--- config.mk ---
export PLATFORM = sky130hd
export DESIGN_NAME = ci_initiator_flat
export DESIGN_NICKNAME = d
export VERILOG_FILES = /design/src/rtl/ci_initiator_if.sv /design/src/rtl/ci_initiator.sv /design/src/flat_wrapper.sv
export SDC_FILE = /design/constraint.sdc
export NUM_CORES = 1
export LEC_CHECK = 0
export BUFFER_PORTS_ARGS = -buffer_cell sky130_fd_sc_hd__buf_2
export CELL_PAD_IN_SITES_DETAIL_PLACEMENT = 0
export CELL_PAD_IN_SITES_GLOBAL_PLACEMENT = 1
export CORE_ASPECT_RATIO = 0.5
export CORE_MARGIN = 5
export CORE_UTILIZATION = 41
export DETAILED_ROUTE_END_ITERATION = 10
export HOLD_SLACK_MARGIN = 0.15
export PLACE_DENSITY_LB_ADDON = 0.1
export SLEW_MARGIN = 20
export SYNTH_ARGS = -nofsm -noshare
export SYNTH_HDL_FRONTEND = slang
export SYNTH_SLANG_ARGS = --single-unit
--- constraint.sdc ---
create_clock -name clk -period 5.6 [get_ports clk]
set_clock_uncertainty 0.15 [all_clocks]
set_input_delay 0.56 -clock clk [delete_from_list [all_inputs] [get_ports clk]]
set_output_delay 0.56 -clock clk [all_outputs]
set_load 0.05 [all_outputs]
--- src/rtl/ci_initiator_if.sv ---
// Bus bundle between a command source, the custom-instruction initiator,
// the custom-instruction slave and the response consumer.
// The master modport is the initiator's view; slave is the mirror image
// used by whatever sits around it (command source, slave, response sink).
interface ci_initiator_if #(
  parameter int N_W = 8
);

  // Command channel (valid/ready)
  logic           cmd_valid;
  logic           cmd_ready;
  logic [N_W-1:0] cmd_n;
  logic [31:0]    cmd_dataa;
  logic [31:0]    cmd_datab;

  // Custom-instruction slave port
  logic           ci_clk_en;
  logic           ci_start;
  logic [N_W-1:0] ci_n;
  logic [31:0]    ci_dataa;
  logic [31:0]    ci_datab;
  logic           ci_done;
  logic [31:0]    ci_result;

  // Response channel (valid/ready)
  logic           rsp_valid;
  logic           rsp_ready;
  logic [31:0]    rsp_result;
  logic           rsp_timeout;

  modport master (
    input  cmd_valid, cmd_n, cmd_dataa, cmd_datab,
    output cmd_ready,
    output ci_clk_en, ci_start, ci_n, ci_dataa, ci_datab,
    input  ci_done, ci_result,
    output rsp_valid, rsp_result, rsp_timeout,
    input  rsp_ready
  );

  modport slave (
    output cmd_valid, cmd_n, cmd_dataa, cmd_datab,
    input  cmd_ready,
    input  ci_clk_en, ci_start, ci_n, ci_dataa, ci_datab,
    output ci_done, ci_result,
    input  rsp_valid, rsp_result, rsp_timeout,
    output rsp_ready
  );

endinterface

--- src/rtl/ci_initiator.sv ---
// Custom-instruction initiator: accepts one command at a time, issues it to
// a multi-cycle custom-instruction slave with a one-cycle start strobe,
// waits for done (bounded by TIMEOUT cycles) and presents the result, or an
// abort flag, on a valid/ready response channel. No command buffering.
module ci_initiator #(
  parameter int TIMEOUT = 255,
  parameter int N_W     = 8
) (
  input  logic              clk,
  input  logic              reset,
  ci_initiator_if.master    bus,
  output logic              busy,
  output logic [15:0]       timeout_cnt
);

  localparam int DATA_W = 32;

  // The wait counter is zero in the first WAIT cycle, so the TIMEOUT-th
  // WAIT cycle is the one where the counter equals TIMEOUT-1.
  localparam logic [15:0] WAIT_LAST = 16'(TIMEOUT - 1);

  typedef enum logic [1:0] {
    S_IDLE  = 2'd0,
    S_ISSUE = 2'd1,
    S_WAIT  = 2'd2,
    S_RESP  = 2'd3
  } state_t;

  state_t                      state_q, state_d;
  logic                        armed_q, armed_d;
  logic        [N_W-1:0]       ci_n_q, ci_n_d;
  logic signed [DATA_W-1:0]    ci_dataa_q, ci_dataa_d;
  logic signed [DATA_W-1:0]    ci_datab_q, ci_datab_d;
  logic        [15:0]          wait_cnt_q, wait_cnt_d;
  logic signed [DATA_W-1:0]    rsp_result_q, rsp_result_d;
  logic                        rsp_timeout_q, rsp_timeout_d;
  logic        [15:0]          timeout_cnt_q, timeout_cnt_d;

  logic cmd_ready;
  logic ci_start;
  logic ci_clk_en;
  logic rsp_valid;
  logic wait_expired;

  // Abort counter must stick at its maximum rather than wrap.
  function automatic logic [15:0] sat_inc16(input logic [15:0] v);
    logic [15:0] r;
    if (v == 16'hFFFF) begin
      r = v;
    end else begin
      r = v + 16'd1;
    end
    return r;
  endfunction

  assign wait_expired = (wait_cnt_q == WAIT_LAST);

  // Next-state, datapath capture and handshake outputs.
  always_comb begin
    state_d       = state_q;
    armed_d       = 1'b1;
    ci_n_d        = ci_n_q;
    ci_dataa_d    = ci_dataa_q;
    ci_datab_d    = ci_datab_q;
    wait_cnt_d    = wait_cnt_q;
    rsp_result_d  = rsp_result_q;
    rsp_timeout_d = rsp_timeout_q;
    timeout_cnt_d = timeout_cnt_q;
    cmd_ready     = 1'b0;
    ci_start      = 1'b0;
    ci_clk_en     = 1'b0;
    rsp_valid     = 1'b0;

    case (state_q)
      S_IDLE: begin
        // armed_q holds cmd_ready low until the first clock after reset.
        cmd_ready = armed_q;
        if (armed_q && bus.cmd_valid) begin
          ci_n_d     = bus.cmd_n;
          ci_dataa_d = bus.cmd_dataa;
          ci_datab_d = bus.cmd_datab;
          state_d    = S_ISSUE;
        end
      end

      S_ISSUE: begin
        // ci_done is deliberately not looked at here; the earliest
        // completion that counts is in the first WAIT cycle.
        ci_start   = 1'b1;
        ci_clk_en  = 1'b1;
        wait_cnt_d = 16'd0;
        state_d    = S_WAIT;
      end

      S_WAIT: begin
        ci_clk_en  = 1'b1;
        wait_cnt_d = wait_cnt_q + 16'd1;
        // Done is tested first so a completion in the final allowed cycle
        // still returns its result instead of an abort.
        if (bus.ci_done) begin
          rsp_result_d  = bus.ci_result;
          rsp_timeout_d = 1'b0;
          state_d       = S_RESP;
        end else if (wait_expired) begin
          rsp_result_d  = '0;
          rsp_timeout_d = 1'b1;
          timeout_cnt_d = sat_inc16(timeout_cnt_q);
          state_d       = S_RESP;
        end
      end

      S_RESP: begin
        // Slave clock is gated off, so a late done after an abort is ignored.
        rsp_valid = 1'b1;
        if (bus.rsp_ready) begin
          state_d = S_IDLE;
        end
      end

      default: begin
        state_d = S_IDLE;
      end
    endcase
  end

  // State and datapath registers; everything clears on reset so an aborted
  // transaction leaves no trace.
  always_ff @(posedge clk or negedge reset) begin
    if (!reset) begin
      state_q       <= S_IDLE;
      armed_q       <= 1'b0;
      ci_n_q        <= '0;
      ci_dataa_q    <= '0;
      ci_datab_q    <= '0;
      wait_cnt_q    <= '0;
      rsp_result_q  <= '0;
      rsp_timeout_q <= 1'b0;
      timeout_cnt_q <= '0;
    end else begin
      state_q       <= state_d;
      armed_q       <= armed_d;
      ci_n_q        <= ci_n_d;
      ci_dataa_q    <= ci_dataa_d;
      ci_datab_q    <= ci_datab_d;
      wait_cnt_q    <= wait_cnt_d;
      rsp_result_q  <= rsp_result_d;
      rsp_timeout_q <= rsp_timeout_d;
      timeout_cnt_q <= timeout_cnt_d;
    end
  end

  assign bus.cmd_ready   = cmd_ready;
  assign bus.ci_start    = ci_start;
  assign bus.ci_clk_en   = ci_clk_en;
  assign bus.ci_n        = ci_n_q;
  assign bus.ci_dataa    = ci_dataa_q;
  assign bus.ci_datab    = ci_datab_q;
  assign bus.rsp_valid   = rsp_valid;
  assign bus.rsp_result  = rsp_result_q;
  assign bus.rsp_timeout = rsp_timeout_q;

  assign busy        = (state_q != S_IDLE);
  assign timeout_cnt = timeout_cnt_q;

endmodule

--- src/flat_wrapper.sv ---
// flat-port wrapper written by rule: the top's interface ports become plain ports
module ci_initiator_flat 
#(
  parameter int TIMEOUT = 255,
  parameter int N_W     = 8
)
  (clk, reset, busy, timeout_cnt, bus_cmd_valid, bus_cmd_n, bus_cmd_dataa, bus_cmd_datab, bus_cmd_ready, bus_ci_clk_en, bus_ci_start, bus_ci_n, bus_ci_dataa, bus_ci_datab, bus_ci_done, bus_ci_result, bus_rsp_valid, bus_rsp_result, bus_rsp_timeout, bus_rsp_ready);
  ci_initiator_if #(.N_W(N_W)) bus_i ();
  input  logic clk;
  input  logic reset;
  output logic busy;
  output logic [15:0] timeout_cnt;
  input wire logic [$bits(bus_i.cmd_valid)-1:0] bus_cmd_valid;
  input wire logic [$bits(bus_i.cmd_n)-1:0] bus_cmd_n;
  input wire logic [$bits(bus_i.cmd_dataa)-1:0] bus_cmd_dataa;
  input wire logic [$bits(bus_i.cmd_datab)-1:0] bus_cmd_datab;
  output wire logic [$bits(bus_i.cmd_ready)-1:0] bus_cmd_ready;
  output wire logic [$bits(bus_i.ci_clk_en)-1:0] bus_ci_clk_en;
  output wire logic [$bits(bus_i.ci_start)-1:0] bus_ci_start;
  output wire logic [$bits(bus_i.ci_n)-1:0] bus_ci_n;
  output wire logic [$bits(bus_i.ci_dataa)-1:0] bus_ci_dataa;
  output wire logic [$bits(bus_i.ci_datab)-1:0] bus_ci_datab;
  input wire logic [$bits(bus_i.ci_done)-1:0] bus_ci_done;
  input wire logic [$bits(bus_i.ci_result)-1:0] bus_ci_result;
  output wire logic [$bits(bus_i.rsp_valid)-1:0] bus_rsp_valid;
  output wire logic [$bits(bus_i.rsp_result)-1:0] bus_rsp_result;
  output wire logic [$bits(bus_i.rsp_timeout)-1:0] bus_rsp_timeout;
  input wire logic [$bits(bus_i.rsp_ready)-1:0] bus_rsp_ready;
  assign bus_i.cmd_valid = bus_cmd_valid;
  assign bus_i.cmd_n = bus_cmd_n;
  assign bus_i.cmd_dataa = bus_cmd_dataa;
  assign bus_i.cmd_datab = bus_cmd_datab;
  assign bus_cmd_ready = bus_i.cmd_ready;
  assign bus_ci_clk_en = bus_i.ci_clk_en;
  assign bus_ci_start = bus_i.ci_start;
  assign bus_ci_n = bus_i.ci_n;
  assign bus_ci_dataa = bus_i.ci_dataa;
  assign bus_ci_datab = bus_i.ci_datab;
  assign bus_i.ci_done = bus_ci_done;
  assign bus_i.ci_result = bus_ci_result;
  assign bus_rsp_valid = bus_i.rsp_valid;
  assign bus_rsp_result = bus_i.rsp_result;
  assign bus_rsp_timeout = bus_i.rsp_timeout;
  assign bus_i.rsp_ready = bus_rsp_ready;
  ci_initiator #(.TIMEOUT(TIMEOUT), .N_W(N_W)) u_core (.clk(clk), .reset(reset), .bus(bus_i), .busy(busy), .timeout_cnt(timeout_cnt));
endmodule
* Word level (Yosys, flattened, before mapping)
Index checks and enable logic that the tools add are counted.
** Word-level totals
- Flip-flop bits (word level) :: 140
- Bits of input ports :: 109
- Word-level logic and storage cells :: 45
- Output and inout bits :: 126
** Cells by class
- $add $sub $neg :: 2
- Reductions and logical operators :: 10
- Bitwise operators :: 2
- Muxes and demuxes :: 14
- Equal/unequal tests :: 8
** Operators by type and width (count)
- 32-bit 2-to-1 mux :: 2
- 16-bit by 1-bit adder with 16-bit output, second input constant :: 2
- 16-bit case mux with 2 select lines :: 1
- 16-bit equality test, second input constant :: 1
- 16-bit by 8-bit equality test with 1-bit output, second input constant :: 1
- 2-bit 2-to-1 mux :: 4
- 2-bit case mux with 4 select lines :: 1
- 1-bit 2-to-1 mux :: 6
- 2-bit nonzero test :: 3
- 2-bit equality test, second input constant :: 2
- 2-bit AND reduction :: 2
- 4-bit AND reduction :: 1
- 3-bit by 2-bit inequality test with 1-bit output, second input constant :: 1
- 3-bit AND reduction :: 1
- 2-bit by 1-bit equality test with 1-bit output, second input constant :: 1
- 2-bit zero test :: 1
- 2-bit by 1-bit inequality test with 1-bit output, second input constant :: 1
- 2-bit inequality test, second input constant :: 1
- 1-bit NOT :: 2
- 2-bit OR reduction :: 1
- 1-bit logical AND :: 1

* Longest topological paths before layout
- Word-level depth :: 4
- Mapped depth :: 7
- Gate-level depth less buffers :: 6

* Worst setup path after synthesis
OpenSTA, ideal clock, no wires.
- Path type :: register -> register
- Start :: register u_core.state_q[0]
- End :: register u_core.wait_cnt_q[15]
- Arrival :: 2.147 ns
- Required time :: 5.372 ns
- Library setup time :: 0.078 ns
- Buffers on the path :: 0
- Setup slack :: 3.225 ns
- Stages on the path, launching flop included :: 7
- Path through :: dfrtp_1 > inv_1 > ha_1 > and4_1 > nand3_2 > or4_1 > a21oi_1
** Between the ends
- Cells in the longest elaborated chain, start to end :: 2
** Ends and longest elaborated chain
- start, declared :: RTL line ci_initiator.sv:29 : state_t state_q, state_d;
- start signal, assigned :: RTL line ci_initiator.sv:140 : state_q <= state_d;
- 2-bit equality test / 2-bit by 1-bit equality test with 1-bit output (equally long branches) :: RTL line ci_initiator.sv:74 : case (state_q)
- 16-bit case mux with 2 select lines / 2-bit nonzero test (equally long branches)
- end signal, assigned :: RTL line ci_initiator.sv:145 : wait_cnt_q <= wait_cnt_d;
- end, declared :: RTL line ci_initiator.sv:34 : logic [15:0] wait_cnt_q, wait_cnt_d;
Parallel ways exist; a longest one is shown, timed or not.
A chain may end at the register's enable or synchronous reset.

* Final worst setup path
- Start :: register u_core.timeout_cnt_q[0] (netlist: u_core.timeout_cnt[0])
- End :: register u_core.timeout_cnt_q[1] (netlist: u_core.timeout_cnt[1])
** Between the ends
- Cells in the longest elaborated chain, start to end :: 3
** Ends and longest elaborated chain
- start, declared :: RTL line ci_initiator.sv:37 : logic [15:0] timeout_cnt_q, timeout_cnt_d;
- start signal, assigned :: RTL line ci_initiator.sv:148 : timeout_cnt_q <= timeout_cnt_d;
- parallel branches: the longest is 3 deep, another holds 16-bit by 1-bit adder with 16-bit output
Several ways; the timed one is not identified.

==> PnR_summary.wiki <==
{| class="wikitable"
! Metric !! Value
|-
| CTS buffer count || 17
|-
| Mean cell area of the mapped netlist || approximately 14 um2
|-
| Static Leak || between 3 and 4 nW
|-
| Instance count of the mapped netlist || 425
|-
| Routed WL per cell || 16.73 um
|-
| Global-route wire length before repair || approximately 23000 um
|-
| CP Launch Type || flop
|-
| Unrepaired setup endpoints after global routing || false
|-
| Cell with the largest stage delay on the worst path || sky130_fd_sc_hd__nor4_4
|-
| Post-route setup TNS || 0 ps
|-
| Hold-critical path depth || 2
|-
| Hold buffers post-CTS || 1
|-
| Sequential fraction of the synthesis area || roughly three fifths
|-
| Capturing point of the worst reg2reg path || u_core.timeout_cnt[1]$_DFFE_PN0P_
|-
| HPWL Detailed || approximately 10000 um
|-
| Post-synthesis cell area || ~6000 um2
|-
| Worst setup slack after placement || roughly 3000 ps
|-
| Net count after synthesis || between 500 and 600
|-
| Standard cell core area || 13780 um2
|-
| Antenna violations before repair || 0
|-
| Insertion delay to the later sink of the worst-skew pair || ~400 ps
|-
| Post-CTS clock slew at the launch and capture registers of the worst setup and hold paths || approximately 60 ps
|-
| Largest net degree at the start of global routing || 85
|-
| Buffers on Ports || 234
|-
| R2r setup slk || ~3000 ps
|-
| Ys flop type || sky130_fd_sc_hd__dfrtp_1
|-
| Vias in the first global route || between 4000 and 5000
|-
| Area delta synth->final || 33.40%
|-
| Cell Pwr Density || between 600 and 700 nW/um2
|-
| Critical Path AT || approximately 2700 ps
|-
| Number of synthesized register bits || 140
|-
| Gr busiest metal || met2
|-
| # placed instances || 832
|-
| Clock period minus final worst setup slack || ~2600 ps
|-
| Cells traversed along the worst timing path || ha_1, nand4_1, nor4_4, nor3_1, mux2_1
|-
| Peak VDD IR || around 0.00044 V
|-
| Warnings from Yosys || 0
|-
| Number of gates resized after cts || 0
|-
| Number of buffers on the longest clock path || 2
|-
| Number of H-tree levels || 4
|-
| Met1 track utilization from global routing || roughly 22%
|-
| Final Setup Violations || 0
|-
| Share of cells above drive strength 1 || between 50% and 60%
|-
| Iteration-0 DRC Markers || between 150 and 200
|-
| Global-route met3 utilization || ~4.2%
|-
| Number of iterations in the first detailed-routing pass || 6
|-
| Gpl congestion || roughly 0.76
|-
| Maximum single-stage delay on the critical path || about 960 ps
|-
| CTS tree || done
|-
| Die ar. || around 17000 um2
|-
| Remaining global-route overflow || 0
|-
| Critical Path RT || about 5700 ps
|-
| Antenna Nets Post-Route || 0
|-
| Synth unique cells || 48
|-
| Fraction of registers with async set or reset after synthesis || 100.0%
|-
| Cell depth of the worst flop-to-flop path || 5
|-
| Total number of vias || around 4200
|-
| Type of the worst setup path || reg -> reg
|-
| Height of the chip || around 95 um
|-
| Number of nets in the layout || roughly 800
|-
| Overall global routing resource usage || 16.88%
|-
| Sink count of the clock tree || between 100 and 150
|-
| Clock root buffer || sky130_fd_sc_hd__clkbuf_16
|-
| # IOs || approximately 240
|-
| Post-CTS repair timing setup buffer count || 0
|-
| Fmax || a little under 0.4 GHz
|-
| Horizontal die dimension || about 180 um
|-
| Worst hold path startpoint || bus_ci_done
|-
| Type of the most critical hold path || in -> reg
|-
| Count of endpoints failing hold in the final timing report || 0
|-
| Slew Limit Headroom || ~29%
|-
| Per-cell via count in the routed design || just under 5
|-
| Count of non-filler cells in the finished layout || between 800 and 900
|-
| Worst hold endpoint || u_core.bus.rsp_timeout$_DFFE_PN0P_
|-
| Number of max-cap violations || 0
|-
| Count of standard-cell rows || 30
|-
| Fill cells || 1207
|-
| WL final || approximately 14000 um
|-
| Launching point of the worst reg2reg path || u_core.timeout_cnt[0]$_DFFE_PN0P_
|-
| Capturing element type of the critical path || flop
|-
| Largest driver fanout on the critical path || 15
|-
| Minimum setup slack in the final design || just over 3000 ps
|-
| Final cycle utilization of the critical path || ~46%
|-
| Least-Margin Pin Slew || 1063 ps
|-
| Count of flip-flops with a built-in enable after synthesis || 0
|-
| Number of max-slew violations in the final report || 0
|-
| Routing usage on met2 || 28.86%
|-
| # DRC || 0
|-
| Initial Utilization || around 43%
|-
| Result of the run || finished clean
|-
| Final Instance Area || around 7800 um2
|-
| Placed inst area || between 7000 and 8000 um2
|-
| Number of antenna cells inserted || 0
|}
[routing by layer]
metal  wire [um]  vias up
met5           0        -
met4          67        0
met3        1009        6
met2        7110      117
met1        6280     2024
li1            -     2019
[sequential cells by signal, summed over array words and instances, names as in the netlist]
| register | count |
|---|---|
| u_core.bus.rsp_timeout | 1 |
| u_core.bus.ci_n | 8 |
| u_core.wait_cnt_q | 16 |
| u_core.timeout_cnt | 16 |
| u_core.state_q | 2 |
| u_core.bus.ci_datab | 32 |
| u_core.armed_q | 1 |
| u_core.bus.ci_dataa | 32 |
| u_core.bus.rsp_result | 32 |
[layout by cell type, fill, tap and decap left out, types with 4 or more instances in the layout]
master / synthesis / routed
sky130_fd_sc_hd__buf_2: 13 / 233
sky130_fd_sc_hd__dfrtp_1: 140 / 140
sky130_fd_sc_hd__mux2_2: 73 / 73
sky130_fd_sc_hd__a22o_1: 33 / 33
sky130_fd_sc_hd__xor2_1: 18 / 18
sky130_fd_sc_hd__clkbuf_16: 0 / 17
sky130_fd_sc_hd__inv_1: 12 / 12
sky130_fd_sc_hd__nand2_1: 13 / 12
sky130_fd_sc_hd__nand4_1: 11 / 11
sky130_fd_sc_hd__nand3_1: 9 / 9
sky130_fd_sc_hd__nor2_1: 10 / 9
sky130_fd_sc_hd__a21oi_1: 8 / 8
sky130_fd_sc_hd__ha_1: 8 / 8
sky130_fd_sc_hd__nor4_2: 7 / 7
sky130_fd_sc_hd__o21ai_0: 6 / 6
sky130_fd_sc_hd__and2_1: 5 / 5
sky130_fd_sc_hd__nor4_1: 5 / 5
sky130_fd_sc_hd__and4_1: 4 / 4
sky130_fd_sc_hd__and3_1: 4 / 4
sky130_fd_sc_hd__clkinvlp_4: 0 / 4
[final cells by class]
type,instances,area (um2),area share [%]
Clock buffer,19,432.9,5.532
Clock inverter,13,180.2,2.303
Inverter,12,45.04,0.5756
Multi-Input combinational cell,252,2221,28.38
Sequential cell,140,3503,44.77
Tap cell,192,240.2,3.070
Timing Repair Buffer,237,1202,15.37
[stage by stage]
step | power [mW] | hold slack [ps] | utilization [%]
final | 5.343 | 221.7 | 56.80
after global routing | 5.607 | 211.7 | 56.80
after CTS | 5.401 | 207.4 | 56.80
after detailed placement | 4.215 | 323.1 | 52.28
after global placement | 4.187 | 328.9 | 52.24
after floorplan | 3.573 | 114.4 | -
[critical path: cells and delay by family (launching register included)]
| family | cells | cell delay (ps) |
|---|---|---|
| flip-flops | 1 | 390 |
| AND/OR/NAND/NOR | 3 | 1320 |
| multiplexers | 1 | 360 |
| adder cells (fa/ha/maj) | 1 | 220 |
[synth_stat cells, types with 5 or more instances]
master | count | area share, %
sky130_fd_sc_hd__a21oi_1 | 8 | 0.68
sky130_fd_sc_hd__clkbuf_1 | 5 | 0.32
sky130_fd_sc_hd__nor4_2 | 7 | 1.5
sky130_fd_sc_hd__ha_1 | 8 | 1.7
sky130_fd_sc_hd__dfrtp_1 | 140 | 60
sky130_fd_sc_hd__nand2_1 | 13 | 0.83
sky130_fd_sc_hd__buf_2 | 13 | 1.1
sky130_fd_sc_hd__nand3_1 | 9 | 0.77
sky130_fd_sc_hd__and2_1 | 5 | 0.53
sky130_fd_sc_hd__nor2_1 | 10 | 0.64
sky130_fd_sc_hd__inv_1 | 12 | 0.77
sky130_fd_sc_hd__a22o_1 | 33 | 4.9
sky130_fd_sc_hd__mux2_2 | 73 | 14
sky130_fd_sc_hd__nor4_1 | 5 | 0.53
sky130_fd_sc_hd__nand4_1 | 11 | 1.2
sky130_fd_sc_hd__xor2_1 | 18 | 2.7
sky130_fd_sc_hd__o21ai_0 | 6 | 0.51
[how the worst max path moves through the flow]
stage	startpoint	to	cells after the start	slack, ps
floorplan	u_core.state_q[0]$_DFFE_PN0P_	u_core.wait_cnt_q[15]$_DFFE_PN0P_	6	3220
global placement	u_core.state_q[0]$_DFFE_PN0P_	u_core.bus.rsp_result[9]$_DFFE_PN0P_	5	3090
detailed placement	u_core.timeout_cnt[0]$_DFFE_PN0P_	u_core.timeout_cnt[1]$_DFFE_PN0P_	5	3070
CTS	u_core.timeout_cnt[0]$_DFFE_PN0P_	u_core.timeout_cnt[1]$_DFFE_PN0P_	5	3060
global route	u_core.timeout_cnt[0]$_DFFE_PN0P_	u_core.timeout_cnt[1]$_DFFE_PN0P_	5	2890
finish	u_core.timeout_cnt[0]$_DFFE_PN0P_	u_core.timeout_cnt[1]$_DFFE_PN0P_	5	3040
[logic make-up (layout without fill, tap and decap cells)]
| group | after synthesis | after routing | synth area share, % |
|---|---|---|---|
| AOI/OAI and AO/OA | 57 | 57 | 7.466 |
| xor gates and xnor gates | 20 | 20 | 2.986 |
| adders and majority gates | 8 | 8 | 1.707 |
| buffers and inverters | 33 | 281 | 2.581 |
| DFF | 140 | 140 | 59.73 |
| muxes | 74 | 74 | 14.21 |
| other | 1 | 1 | 0.06393 |
| and+or+nand+nor | 92 | 92 | 11.26 |
[report_power, final]
group / total, mW / leakage, nW / internal, mW / switching [mW]
sequential: 1.58 / 1.76 / 1.40 / 0.185
combinational: 2.60 / 1.93 / 0.669 / 1.93
clock: 1.17 / 0.287 / 0.715 / 0.451
total: 5.34 / 3.98 / 2.78 / 2.56
No activity file was read; power rests on OpenSTA's default activity.
